### src/rtl/counter_sched_pkg.sv
`default_nettype none
// ============================================================================
//  Module   : counter_sched_pkg
//  Purpose  : Shared types and constants for the counter scheduler.
//  Revision : 1.0  initial release
// ============================================================================
package counter_sched_pkg;

    localparam int c_STEP_W = 3;
    localparam logic [c_STEP_W-1:0] c_STEP_ONE = {{(c_STEP_W-1){1'b0}}, 1'b1};

    typedef enum logic [1:0] {
        IDLE = 2'd0,
        CLR  = 2'd1,
        RUN  = 2'd2,
        DONE = 2'd3
    } state_e;

    typedef logic [1:0] req_oh_t;

endpackage
`default_nettype wire

### src/rtl/rr_arb2.sv
`default_nettype none
// ============================================================================
//  Module   : rr_arb2
//  Purpose  : Two-way round-robin selector; pref picks the winner on a tie.
//  Revision : 1.0  initial release
// ============================================================================
module rr_arb2
    import counter_sched_pkg::*;
(
    input  req_oh_t req,
    input  logic    pref,
    output req_oh_t grant
);

    always_comb begin
        grant = req;
        if (req == 2'b11) begin
            grant = pref ? 2'b10 : 2'b01;
        end
    end

endmodule
`default_nettype wire

### src/rtl/counter_sched.sv
`default_nettype none
// ============================================================================
//  Module   : counter_sched
//  Purpose  : Shares one up/down binary/gray counter between two requesters.
//             Define COUNTER_SCHED_CLEAR_EN to clear the counter before each job.
//  Revision : 1.0  initial release
// ============================================================================
module counter_sched
    import counter_sched_pkg::*;
(
    input  logic                clk,
    input  logic                rst,
    input  req_oh_t             req,
    input  logic                dir0,
    input  logic                dir1,
    input  logic                mode0,
    input  logic                mode1,
    input  logic [c_STEP_W-1:0] steps0,
    input  logic [c_STEP_W-1:0] steps1,
    output req_oh_t             gnt,
    output req_oh_t             done,
    output logic                cnt_cen,
    output logic                cnt_updn,
    output logic                cnt_m,
    output logic                cnt_rst,
    output logic                busy
);

    state_e              r_state;
    logic                r_pref;
    logic [c_STEP_W-1:0] r_steps;
    logic [c_STEP_W-1:0] r_step;
    req_oh_t             w_win;
    logic                w_dir;
    logic                w_mode;
    logic [c_STEP_W-1:0] w_steps;

    rr_arb2 u_arb (
        .req   (req),
        .pref  (r_pref),
        .grant (w_win)
    );

    assign w_dir   = w_win[1] ? dir1   : dir0;
    assign w_mode  = w_win[1] ? mode1  : mode0;
    assign w_steps = w_win[1] ? steps1 : steps0;

`ifdef COUNTER_SCHED_CLEAR_EN
    logic r_clr;
    assign cnt_rst = rst | r_clr;
`else
    assign cnt_rst = rst;
`endif

    assign busy = (r_state != IDLE);

    always_ff @(posedge clk) begin
        if (rst) begin
            r_state  <= IDLE;
            gnt      <= 2'b00;
            done     <= 2'b00;
            cnt_cen  <= 1'b0;
            cnt_updn <= 1'b1;
            cnt_m    <= 1'b0;
            r_pref   <= 1'b0;
            r_steps  <= '0;
            r_step   <= '0;
`ifdef COUNTER_SCHED_CLEAR_EN
            r_clr    <= 1'b0;
`endif
        end else begin
            case (r_state)
                IDLE: begin
                    if (req != 2'b00) begin
                        gnt      <= w_win;
                        cnt_updn <= w_dir;
                        cnt_m    <= w_mode;
                        r_steps  <= w_steps;
                        r_step   <= '0;
`ifdef COUNTER_SCHED_CLEAR_EN
                        r_clr    <= 1'b1;
                        r_state  <= CLR;
`else
                        cnt_cen  <= 1'b1;
                        r_state  <= RUN;
`endif
                    end
                end
`ifdef COUNTER_SCHED_CLEAR_EN
                CLR: begin
                    r_clr   <= 1'b0;
                    cnt_cen <= 1'b1;
                    r_state <= RUN;
                end
`endif
                RUN: begin
                    // r_step counts enabled cycles already issued, so the
                    // last one is the cycle where it equals the latched length.
                    if (r_step == r_steps) begin
                        cnt_cen <= 1'b0;
                        done    <= gnt;
                        r_state <= DONE;
                    end else begin
                        r_step  <= r_step + c_STEP_ONE;
                    end
                end
                DONE: begin
                    done    <= 2'b00;
                    gnt     <= 2'b00;
                    r_pref  <= gnt[0];
                    r_state <= IDLE;
                end
                default: begin
                    r_state <= IDLE;
                end
            endcase
        end
    end

endmodule
`default_nettype wire
### config.mk
export PLATFORM = sky130hd
export DESIGN_NAME = counter_sched
export DESIGN_NICKNAME = d
export VERILOG_FILES = /design/src/rtl/counter_sched_pkg.sv /design/src/rtl/rr_arb2.sv /design/src/rtl/counter_sched.sv
export SDC_FILE = /design/constraint.sdc
export NUM_CORES = 1
export LEC_CHECK = 0
export CAP_MARGIN = 20
export CORE_MARGIN = 2
export CORE_UTILIZATION = 25
export CTS_CLUSTER_DIAMETER = 200
export DETAILED_ROUTE_END_ITERATION = 16
export PLACE_DENSITY_LB_ADDON = 0.15
export SETUP_SLACK_MARGIN = 0.4
export SYNTH_ARGS = -nofsm -noshare
export SYNTH_HDL_FRONTEND = slang
export SYNTH_SLANG_ARGS = --single-unit
export TNS_END_PERCENT = 20
### constraint.sdc
create_clock -name clk -period 2.8 [get_ports clk]
set_input_delay 0.28 -clock clk [delete_from_list [all_inputs] [get_ports clk]]
set_output_delay 0.28 -clock clk [all_outputs]
set_load 0.005 [all_outputs]
==> results of run 1 <==
==> worst paths after layout <==
check	start	to
worst max-delay path	r_state[1]$_SDFFE_PP0P_	busy
worst min-delay path	done[0]$_SDFFE_PP0P_	done[0]$_SDFFE_PP0P_
worst max register to register	r_state[1]$_SDFFE_PP0P_	r_step[2]$_SDFFE_PP0P_
worst min register to register	done[0]$_SDFFE_PP0P_	done[0]$_SDFFE_PP0P_
==> worst max-delay path: cells and delay by family, from the launching register on <==
kind          cells  cell delay [ps]
buf+inv           1              500
flops             1              460
simple gates      1              200
==> power by group through the flow <==
stage / combinational, W / sequential [W] / clock, W
after floorplan: 0.0000931 / 0.000273 / 0
after global placement: 0.000153 / 0.000276 / 0
after detailed placement: 0.000154 / 0.000276 / 0
after CTS: 0.000155 / 0.000271 / 0.000163
after global routing: 0.000169 / 0.000275 / 0.000176
final: 0.000153 / 0.000270 / 0.000153
==> flip-flops by register name, indices dropped and copies added, names as in the netlist <==
register and cells:
cnt_m 1, done 2, gnt 2, cnt_updn 1, r_state 2, r_step 3, r_steps 3, r_pref 1
cnt_cen 1
==> cell families after synthesis <==
group	count (synthesis)	share of synthesized area
fa+ha+maj	1	0.0163
buf+inv	6	0.0441
mux	5	0.0654
flops	16	0.418
simple gates	32	0.229
xor+xnor	3	0.0343
compound gates	23	0.193
==> stage by stage <==
stage	utilization	hold WS [ps]	worst slack, ps	total power [W]	instance area [µm²]
after global placement	0.340	467	1060	0.000429	1010
after detailed placement	0.340	475	1060	0.000430	1010
after floorplan	-	353	1450	0.000366	766
after global routing	0.352	512	984	0.000620	1050
after CTS	0.352	489	1050	0.000589	1050
final	0.352	483	1070	0.000576	1050
==> cells in the mapped netlist (3+ instances only) <==
library cell,count,area share
xnor2_1,3,0.034
nand3b_1,3,0.029
nor2_1,7,0.034
a211oi_1,4,0.039
a31oi_1,3,0.025
a21oi_1,8,0.052
dfxtp_1,16,0.42
nand2b_1,3,0.025
nand3_1,6,0.039
mux2i_1,5,0.065
nand2_1,5,0.025
==> final cells by class <==
type / count / area [µm²] / area share
clock buffers: 4 / 36.3 / 0.0346
inverters: 3 / 11.3 / 0.0107
multi-input cells: 64 / 412 / 0.393
flip-flops and latches: 16 / 320 / 0.305
well taps: 33 / 41.3 / 0.0394
repair buffers: 23 / 228 / 0.217
==> metal layers <==
| layer | GRT usage | up-vias | wire, µm |
|---|---|---|---|
| met5 | 0 | - | 0 |
| met2 | 0.179 | 18 | 785 |
| met3 | 0.0393 | 2 | 87 |
| met4 | 0.0292 | 0 | 15 |
| met1 | 0.138 | 321 | 823 |
| li1 | - | 361 | - |
==> metrics.md, run 1 <==
| Metric | Value |
|---|---|
| Final hold violation count | 0 |
| Critical-path cell with the highest stage delay | clkdlybuf4s50_1 |
| # diodes | 0 |
| Total internal power | 0.000412 W |
| Clock insertion delay at the later pin of the skew report | 280 ps |
| DP Wirelength | 1310 µm |
| Pin count of the biggest net entering global routing | 15 |
| Maximum cell stage delay along the critical path | 500 ps |
| Net Sw Power | 0.000164 W |
| Synth Net Count | 101 |
| Total power per unit cell area | 550 nW/µm² |
| Maximum capacitance violations | 0 |
| Static Leakage | 0.396 nW |
| Tot GR Track Use | 0.110 |
| Sequential area share after synthesis | 0.418 |
| Setup crit start kind | register |
| Cell Rows | 20 |
| Post-layout nets | 126 |
| Number of flip-flops and latches in the synthesized netlist | 16 |
| Outcome | completed |
| VDD IR-drop max | 325 µV |
| Number of detailed-routing iterations run before antenna repair | 2 |
| Netlist area before placement | 766 µm² |
| Yosys Warn Count | 0 |
| Area of the core | 2980 µm² |
| WL/cell | 12.0 µm |
| Final WL | 1710 µm |
| Clock transition at the register clock pins on the worst setup and hold paths after CTS | 90 ps |
| Die area | 3520 µm² |
| Fraction of layout cells with a size suffix above 1 | 0.0818 |
| Final Cycle Share | 0.618 |
| Number of design rule violations left after detail routing | 0 |
| Setup TNS | 0 ps |
| Cell-by-cell listing of the critical path | or2_4 > clkdlybuf4s50_1 |
| Most frequent cells in the layout | 22 x clkdlybuf4s50_1, 16 x dfxtp_1, 8 x a21oi_1 |
| Total gr overflow | 0 |
| Number of cells in the finished layout apart from fillers | 143 |
| Chip height | 59.3 µm |
| Bufs on Longest Clock Path | 2 |
| Final antenna-violating net count | 0 |
| Synthesis-to-finish area growth | 36.9% |
| Library cell used as clock root buffer | clkbuf_4 |
| Max FO, Critical Path | 8 |
| Arr. time, crit path | 1450 ps |
| Number of buffers added for setup after CTS | 0 |
| Mean post-synth cell area | 8.90 µm² |
| Clock tree from TritonCTS | built |
| Final Wtd Congestion | 0.746 |
| Number of placed cells counting well taps | 139 |
| Shortest clock period the worst path allows after layout | 1730 ps |
| Clock Skew | 1.47 ps |
| CTS Hold Bufs | 0 |
| Max Transition Viols Final | 0 |
| Worst hold-check path type | register to register |
| Fill cell count | 317 |
| Number of global-route vias before repair | 652 |
| Worst EP required | 2520 ps |
| Measured slew at the worst slew-check pin | 410 ps |
| Number of flops mapped to enable cells by yosys | 0 |
| Part of the total power dissipated in the clock network | 0.265 |
| Gates resized, CTS repair | 0 |
| Logic gate share of total power | 0.266 |
| Global-route wire length before repair | 2900 µm |
| Capturing element type of the critical path | output pin |
| Starting Density | 0.257 |
| Top-Level Pins | 23 |
| Syn Inst Count | 86 |
| Maximum clock frequency | 578 MHz |
| Number of antenna violations at the first check in global routing | 0 |
| Clock sink count | 16 |
| Number of buffers inserted during clock tree synthesis | 3 |
| Setup violators final | 0 |
| Share of total power consumed by net switching | 0.285 |
| Slew margin rel. | 0.725 |
| Fraction of synthesis flops using an asynchronous set or reset pin | 0 |
| Logic depth of the worst register-to-register path | 4 |
| Total number of vias | 702 |
| Crit path kind | register to output pin |
| Most common library cell in the layout ignoring fill and taps | clkdlybuf4s50_1 |
| Reg-to-reg setup timing slack | 1390 ps |
| Horizontal die dimension | 59.3 µm |
| Synth cell types | 30 |
| Count of input and output buffers | 22 |
| Power share of the sequential group | 0.469 |
| Setup repair after global routing missed its margin | false |
| Vias per Instance | 4.91 |
| Maximum level of the CTS H-tree | 1 |
| Hold path depth | 2 |
| Number of violations reported at the end of detailed-routing iteration 0 | 21 |
| Dominant register cell in the synthesized netlist | dfxtp_1 |
Note: power is estimated with default switching activity, not from simulation.
==> inputs of run 2 (changes only) <==
Clock period 2.8 ns to 1.67 ns, I/O delays scaled along.
==> run 2 against run 1 <==
Core utilization grew 3.8 points. Hold slack lost 6.6 ps. Cell count grew 4.9%. Global-route usage grew 0.68 points. Critical path depth is the same. Clock-buffer cell count is the same. Die area is the same. Cell area grew 11%. Largest power group unchanged.
==> metrics.md, run 2 (synthesis results as in run 1) <==
| Metric | Value |
|---|---|
| Outcome | completed |
| Starting Density | 0.257 (unchanged) |
| Arr. time, crit path | 1130 ps (-320 ps) |
| Crit path kind | input pin to output pin |
| Cell Rows | 20 (unchanged) |
| Hold path depth | 2 (unchanged) |
| Total power per unit cell area | 889 nW/µm² (+62%) |
| Pin count of the biggest net entering global routing | 14 (-1) |
| Fraction of layout cells with a size suffix above 1 | 0.265 (+0.183) |
| Most common library cell in the layout ignoring fill and taps | clkdlybuf4s50_1 |
| Worst EP required | 1500 ps (-1020 ps) |
| Setup repair after global routing missed its margin | true |
| Total gr overflow | 0 (unchanged) |
| Library cell used as clock root buffer | clkbuf_4 |
| Reg-to-reg setup timing slack | 450 ps (-940 ps) |
| Min-Delay Endpoint | done[1]$_SDFFE_PP0P_ |
| Maximum level of the CTS H-tree | 1 (unchanged) |
| Vias per Instance | 5.01 (+2.1%) |
| CTS Hold Bufs | 0 (unchanged) |
| Shortest clock period the worst path allows after layout | 1300 ps |
| Final Cycle Share | 0.778 |
| Clock tree from TritonCTS | built |
| Slew margin rel. | 0.754 (+0.0288) |
| Number of antenna violations at the first check in global routing | 0 (unchanged) |
| Global-route wire length before repair | 3120 µm (+7.4%) |
| Capturing element type of the critical path | output pin |
| Clock insertion delay at the later pin of the skew report | 290 ps (about the same) |
| Logic depth of the worst register-to-register path | 4 (unchanged) |
| Max FO, Critical Path | 2 (-6) |
| Maximum cell stage delay along the critical path | 490 ps (about the same) |
| Clock sink count | 16 (unchanged) |
| Clock transition at the register clock pins on the worst setup and hold paths after CTS | 100 ps (about the same) |
| Area of the core | 2980 µm² (unchanged) |
| Post-layout nets | 133 (+5.6%) |
| Final WL | 1870 µm (+9.1%) |
| Post-route total power | 0.00103 W (+79%) |
| Setup crit start kind | input pin |
| Final hold violation count | 0 (unchanged) |
| Cell repeated most along the worst path | clkdlybuf4s50_1 |
| Largest registers | r_step: 3 flops, r_steps: 3 flops |
| Final Wtd Congestion | 0.733 (-1.8%) |
| Number of design rule violations left after detail routing | 0 (unchanged) |
| Measured slew at the worst slew-check pin | 369 ps (-41.4 ps) |
| Maximum clock frequency | 770 MHz |
| # diodes | 0 (unchanged) |
| Bufs on Longest Clock Path | 2 (unchanged) |
| Number of buffers inserted during clock tree synthesis | 3 (unchanged) |
| Depth of the critical timing path with buffers and inverters included | 2 (unchanged) |
| Total number of vias | 752 (+7.1%) |
| VDD IR-drop max | 496 µV (+52%) |
| Number of detailed-routing iterations run before antenna repair | 4 (+2) |
| Most frequent cells in the layout | 19 x clkdlybuf4s50_1, 10 x dfxtp_1, 8 x a21oi_1, 8 x buf_4, 7 x nor2_1 |
| WL/cell | 12.4 µm (+4.0%) |
| Top-Level Pins | 23 (unchanged) |
| Worst hold start | done[1]$_SDFFE_PP0P_ |
| Die area | 3520 µm² (unchanged) |
| Setup violators final | 0 (unchanged) |
| Tot GR Track Use | 0.117 (+0.00682) |
| Number of global-route vias before repair | 664 (+1.8%) |
| DP Wirelength | 1360 µm (+3.8%) |
| Reg2reg start | r_state[1]$_SDFFE_PP0P_ |
| Number of cells in the finished layout apart from fillers | 150 (+4.9%) |
| Clock Skew | 6.58 ps (+5.12 ps) |
| Max Transition Viols Final | 0 (unchanged) |
| Synthesis-to-finish area growth | 51.6% |
| Endpoint of the worst register-to-register path | r_step[2]$_SDFFE_PP0P_ |
| Static Leakage | 0.451 nW (+14%) |
| Chip height | 59.3 µm (unchanged) |
| Worst hold-check path type | register to register |
| Number of violations reported at the end of detailed-routing iteration 0 | 27 (+29%) |
| Horizontal die dimension | 59.3 µm (unchanged) |
| Setup TNS | 0 ps (unchanged) |
| Final antenna-violating net count | 0 (unchanged) |
| Cell-by-cell listing of the critical path | clkdlybuf4s50_1 > clkdlybuf4s50_1 |
| Maximum capacitance violations | 0 (unchanged) |
| Number of placed cells counting well taps | 140 (+0.72%) |
| Delay-heaviest family, CP | buffers and inverters |
| Critical path buffers and inverters | 2 (+1) |
| Count of input and output buffers | 22 (unchanged) |
| Critical-path cell with the highest stage delay | clkdlybuf4s50_1 |
[run 2: cell count changes in the layout (fill, tap and decap cells not counted), moves of 2 or more]
cell	change
dfxtp_4	+2
clkdlybuf4s50_1	-3
buf_4	+7
xnor2_1	-3
dlygate4sd2_1	+2
xnor2_2	+3
dfxtp_1	-6
dfxtp_2	+4
[run 2: how the worst max path moves through the flow]
stage / startpoint / to / slack [ps]
floorplan: r_state[0]$_SDFFE_PP0P_ / r_step[2]$_SDFFE_PP0P_ / 410
global placement: req[0] / cnt_updn$_SDFFE_PP1P_ / 110
CTS: gnt[1]$_SDFFE_PP0P_ / gnt[1] / 360
finish: rst / cnt_rst / 370
detailed placement: req[0] / r_step[2]$_SDFFE_PP0P_ / 120
global route: gnt[1]$_SDFFE_PP0P_ / gnt[1] / 330
[run 2: power breakdown]
part	switching [W]	internal (W)	total (W)
Clock	0.000125	0.000133	0.000257
Sequential	0.0000281	0.000423	0.000451
Combinational	0.000148	0.000176	0.000324
[run 2: final cells by class]
class	count	area [µm²]
tap	33	41.3
fill	305	1820
multi-input combinational	64	467
clock buffer	4	36.3
timing repair buffer	30	273
inverter	3	11.3
sequential	16	333
[run 2: layer usage]
metal  global-route usage  vias to the layer above  wire length [µm]
met3               0.0393                        2                85
met5                    0                        -                 0
met4               0.0195                        0                14
li1                     -                      374                 -
met2                0.203                       16               952
met1                0.142                      360               814
[run 2: through the flow]
step,instance area (µm²),worst slack [ps],util,hold slack (ps)
3_3_place_gp,1020,113,0.343,467
5_1_grt,1160,332,0.390,511
3_5_place_dp,1020,123,0.343,467
4_1_cts,1120,359,0.375,482
6_report,1160,371,0.390,477
2_1_floorplan,768,408,-,240
[run 2: timing repair]
action	4_1_cts	5_1_grt
buffers inserted	6	0
endpoints found under the setup margin	11	16
pin swaps	1	1
gates resized for setup	11	11
cloned	0	0
==> inputs of run 3 (changes only) <==
Clock period 1.67 ns to 1.1 ns, I/O delays scaled along.
==> run 3 against run 2 <==
The run now ends with setup timing left. Die area unchanged. Total power up 54%. Via count up 4.8%. Combinational power up 83%. Global-route usage up 1.1 points. Register-to-register slack worse by 580 ps. Hold slack worse by 250 ps. Flip-flop and latch count unchanged. Critical path type is now register to register.
==> metrics.md, run 3 (synthesis results as in run 1) <==
| Metric | Value |
|---|---|
| Total power per unit cell area | 1260 nW/µm² (+41%) |
| Setup repair after global routing missed its margin | true |
| Fill cell count | 310 (+1.6%) |
| Final Cycle Share | 1.12 |
| Part of the total power dissipated in the clock network | 0.193 (-0.056) |
| Endpoint of the worst register-to-register path | r_step[2]$_SDFFE_PP0P_ |
| DP Wirelength | 1540 µm (+13%) |
| Most frequent cells in the layout | 19 x buf_4, 12 x clkdlybuf4s50_1, 10 x dfxtp_2 |
| Worst hold-check path type | input pin to register |
| Die area | 3520 µm² (unchanged) |
| Tot GR Track Use | 0.128 (+0.0111) |
| Static Leakage | 0.536 nW (+19%) |
| CTS Hold Bufs | 0 (unchanged) |
| Worst hold start | rst |
| Share of total power consumed by net switching | 0.298 (+0.00697) |
| Clock insertion delay at the later pin of the skew report | 290 ps (about the same) |
| Starting Density | 0.257 (unchanged) |
| Largest registers | r_step: 3 flops, r_steps: 3 flops |
| Number of design rule violations left after detail routing | 0 (unchanged) |
| Clock Skew | 8.63 ps (+2.05 ps) |
| Logic gate share of total power | 0.374 (+0.060) |
| Setup crit start kind | register |
| Number of global-route vias before repair | 746 (+12%) |
| Fraction of layout cells with a size suffix above 1 | 0.462 (+0.197) |
| Clock transition at the register clock pins on the worst setup and hold paths after CTS | 90 ps (about the same) |
| Post-layout nets | 147 (+11%) |
| Maximum capacitance violations | 0 (unchanged) |
| Pin count of the biggest net entering global routing | 14 (unchanged) |
| Measured slew at the worst slew-check pin | 306 ps (-63.5 ps) |
| Clock sink count | 16 (unchanged) |
| Arr. time, crit path | 1400 ps (+270 ps) |
| Number of violations reported at the end of detailed-routing iteration 0 | 16 (-41%) |
| Bufs on Longest Clock Path | 2 (unchanged) |
| Crit path kind | register to register |
| Cell Rows | 20 (unchanged) |
| Power share of the sequential group | 0.434 (-0.003) |
| Area of the core | 2980 µm² (unchanged) |
| Maximum clock frequency | 813 MHz |
| Horizontal die dimension | 59.3 µm (unchanged) |
| Max Transition Viols Final | 0 (unchanged) |
| Reg2reg start | r_state[1]$_SDFFE_PP0P_ |
| Total internal power | 0.00111 W (+52%) |
| Logic depth of the worst register-to-register path | 4 (unchanged) |
| VDD IR-drop max | 785 µV (+58%) |
| Clock tree from TritonCTS | built |
| Capturing element type of the critical path | register |
| Net Sw Power | 0.000474 W (+58%) |
| Number of detailed-routing iterations run before antenna repair | 4 (unchanged) |
| Setup TNS | -644 ps (-644 ps) |
| # diodes | 0 (unchanged) |
| Reg-to-reg setup timing slack | -130 ps (-580 ps) |
| Pre-CTS setup slack | -393 ps (-516 ps) |
| Failing checks | setup timing |
| Maximum level of the CTS H-tree | 1 (unchanged) |
| Global-route wire length before repair | 3280 µm (+5.1%) |
| Hold path depth | 3 (+1) |
| Final WL | 2030 µm (+8.9%) |
| Final Wtd Congestion | 0.689 (-6.0%) |
| Total gr overflow | 0 (unchanged) |
| Number of buffers inserted during clock tree synthesis | 3 (unchanged) |
| Most common library cell in the layout ignoring fill and taps | buf_4 |
| Chip height | 59.3 µm (unchanged) |
| Worst EP required | 1270 ps (-230 ps) |
| Max FO, Critical Path | 7 (+5) |
| Synthesis-to-finish area growth | 64.9% |
| Library cell used as clock root buffer | clkbuf_4 |
| Final hold violation count | 0 (unchanged) |
| Setup violators final | 11 (+11) |
| Number of antenna violations at the first check in global routing | 0 (unchanged) |
| Outcome | finished, violations left |
| Final antenna-violating net count | 0 (unchanged) |
| Total number of vias | 788 (+4.8%) |
| Shortest clock period the worst path allows after layout | 1230 ps |
| Final Hold Slack | 225 ps (-251 ps) |
| Vias per Instance | 4.83 (-3.6%) |
| Slew margin rel. | 0.796 (+0.0416) |
| Count of input and output buffers | 22 (unchanged) |
| Final worst-path setup slack | -131 ps (-502 ps) |
| Min-Delay Endpoint | done[0]$_SDFFE_PP0P_ |
| WL/cell | 12.5 µm (+0.26%) |
| Top-Level Pins | 23 (unchanged) |
[run 3: cell type report]
class                   count  area [µm²]  share of cell area
well taps                  33        41.3              0.0327
inverters                   3        11.3             0.00892
repair buffers             44         378               0.299
multi-input cells          64         477               0.378
clock buffers               3        22.5              0.0178
flip-flops and latches     16         333               0.264
[run 3: repair_timing]
item | in CTS | in global routing
setup buffers | 3 | 1
pin swaps | 10 | 5
setup endpoints to repair | 25 | 25
endpoints found under the hold margin | 0 | 0
gates resized for setup | 50 | 10
[run 3: worst max-delay path: stages, from the launching register on]
cell,delay (ps)
dfxtp_2,330
or2_4,270
or2_4,270
a31oi_1,150
a31oi_1,90
[run 3: power groups by stage]
stage	Sequential (W)	Combinational [W]	Clock [W]
detailed placement	0.000692	0.000519	0
floorplan	0.000696	0.000237	0
global placement	0.000688	0.000514	0
CTS	0.000686	0.000554	0.000315
global route	0.000695	0.000651	0.000341
finish	0.000688	0.000594	0.000306
[run 3: routing by layer]
metal	share of wire	routed length, µm	global-route usage	vias up
met5	0	0	0	-
met2	0.52	1060	0.229	17
met1	0.42	861	0.139	371
met4	0.0084	17	0.0390	0
li1	-	-	-	398
met3	0.049	99	0.0480	2
[run 3: worst max path at each step]
stage | end | slack, ps | depth (start not counted) | from
detailed placement | r_step[2]$_SDFFE_PP0P_ | -390 | 5 | req[0]
CTS | r_step[2]$_SDFFE_PP0P_ | -130 | 4 | r_state[0]$_SDFFE_PP0P_
global placement | r_step[2]$_SDFFE_PP0P_ | -360 | 5 | req[0]
finish | r_step[2]$_SDFFE_PP0P_ | -130 | 4 | r_state[1]$_SDFFE_PP0P_
floorplan | r_step[2]$_SDFFE_PP0P_ | -160 | 5 | r_state[0]$_SDFFE_PP0P_
global route | r_step[2]$_SDFFE_PP0P_ | -170 | 6 | r_state[0]$_SDFFE_PP0P_
[run 3: stage by stage]
stage	instances	total power, W	cell area [µm²]	util
after CTS	162	0.00155	1210	0.405
after global routing	163	0.00169	1260	0.424
after global placement	156	0.00120	1140	0.384
after floorplan	86	0.000933	768	-
final	163	0.00159	1260	0.424
after detailed placement	156	0.00121	1140	0.384
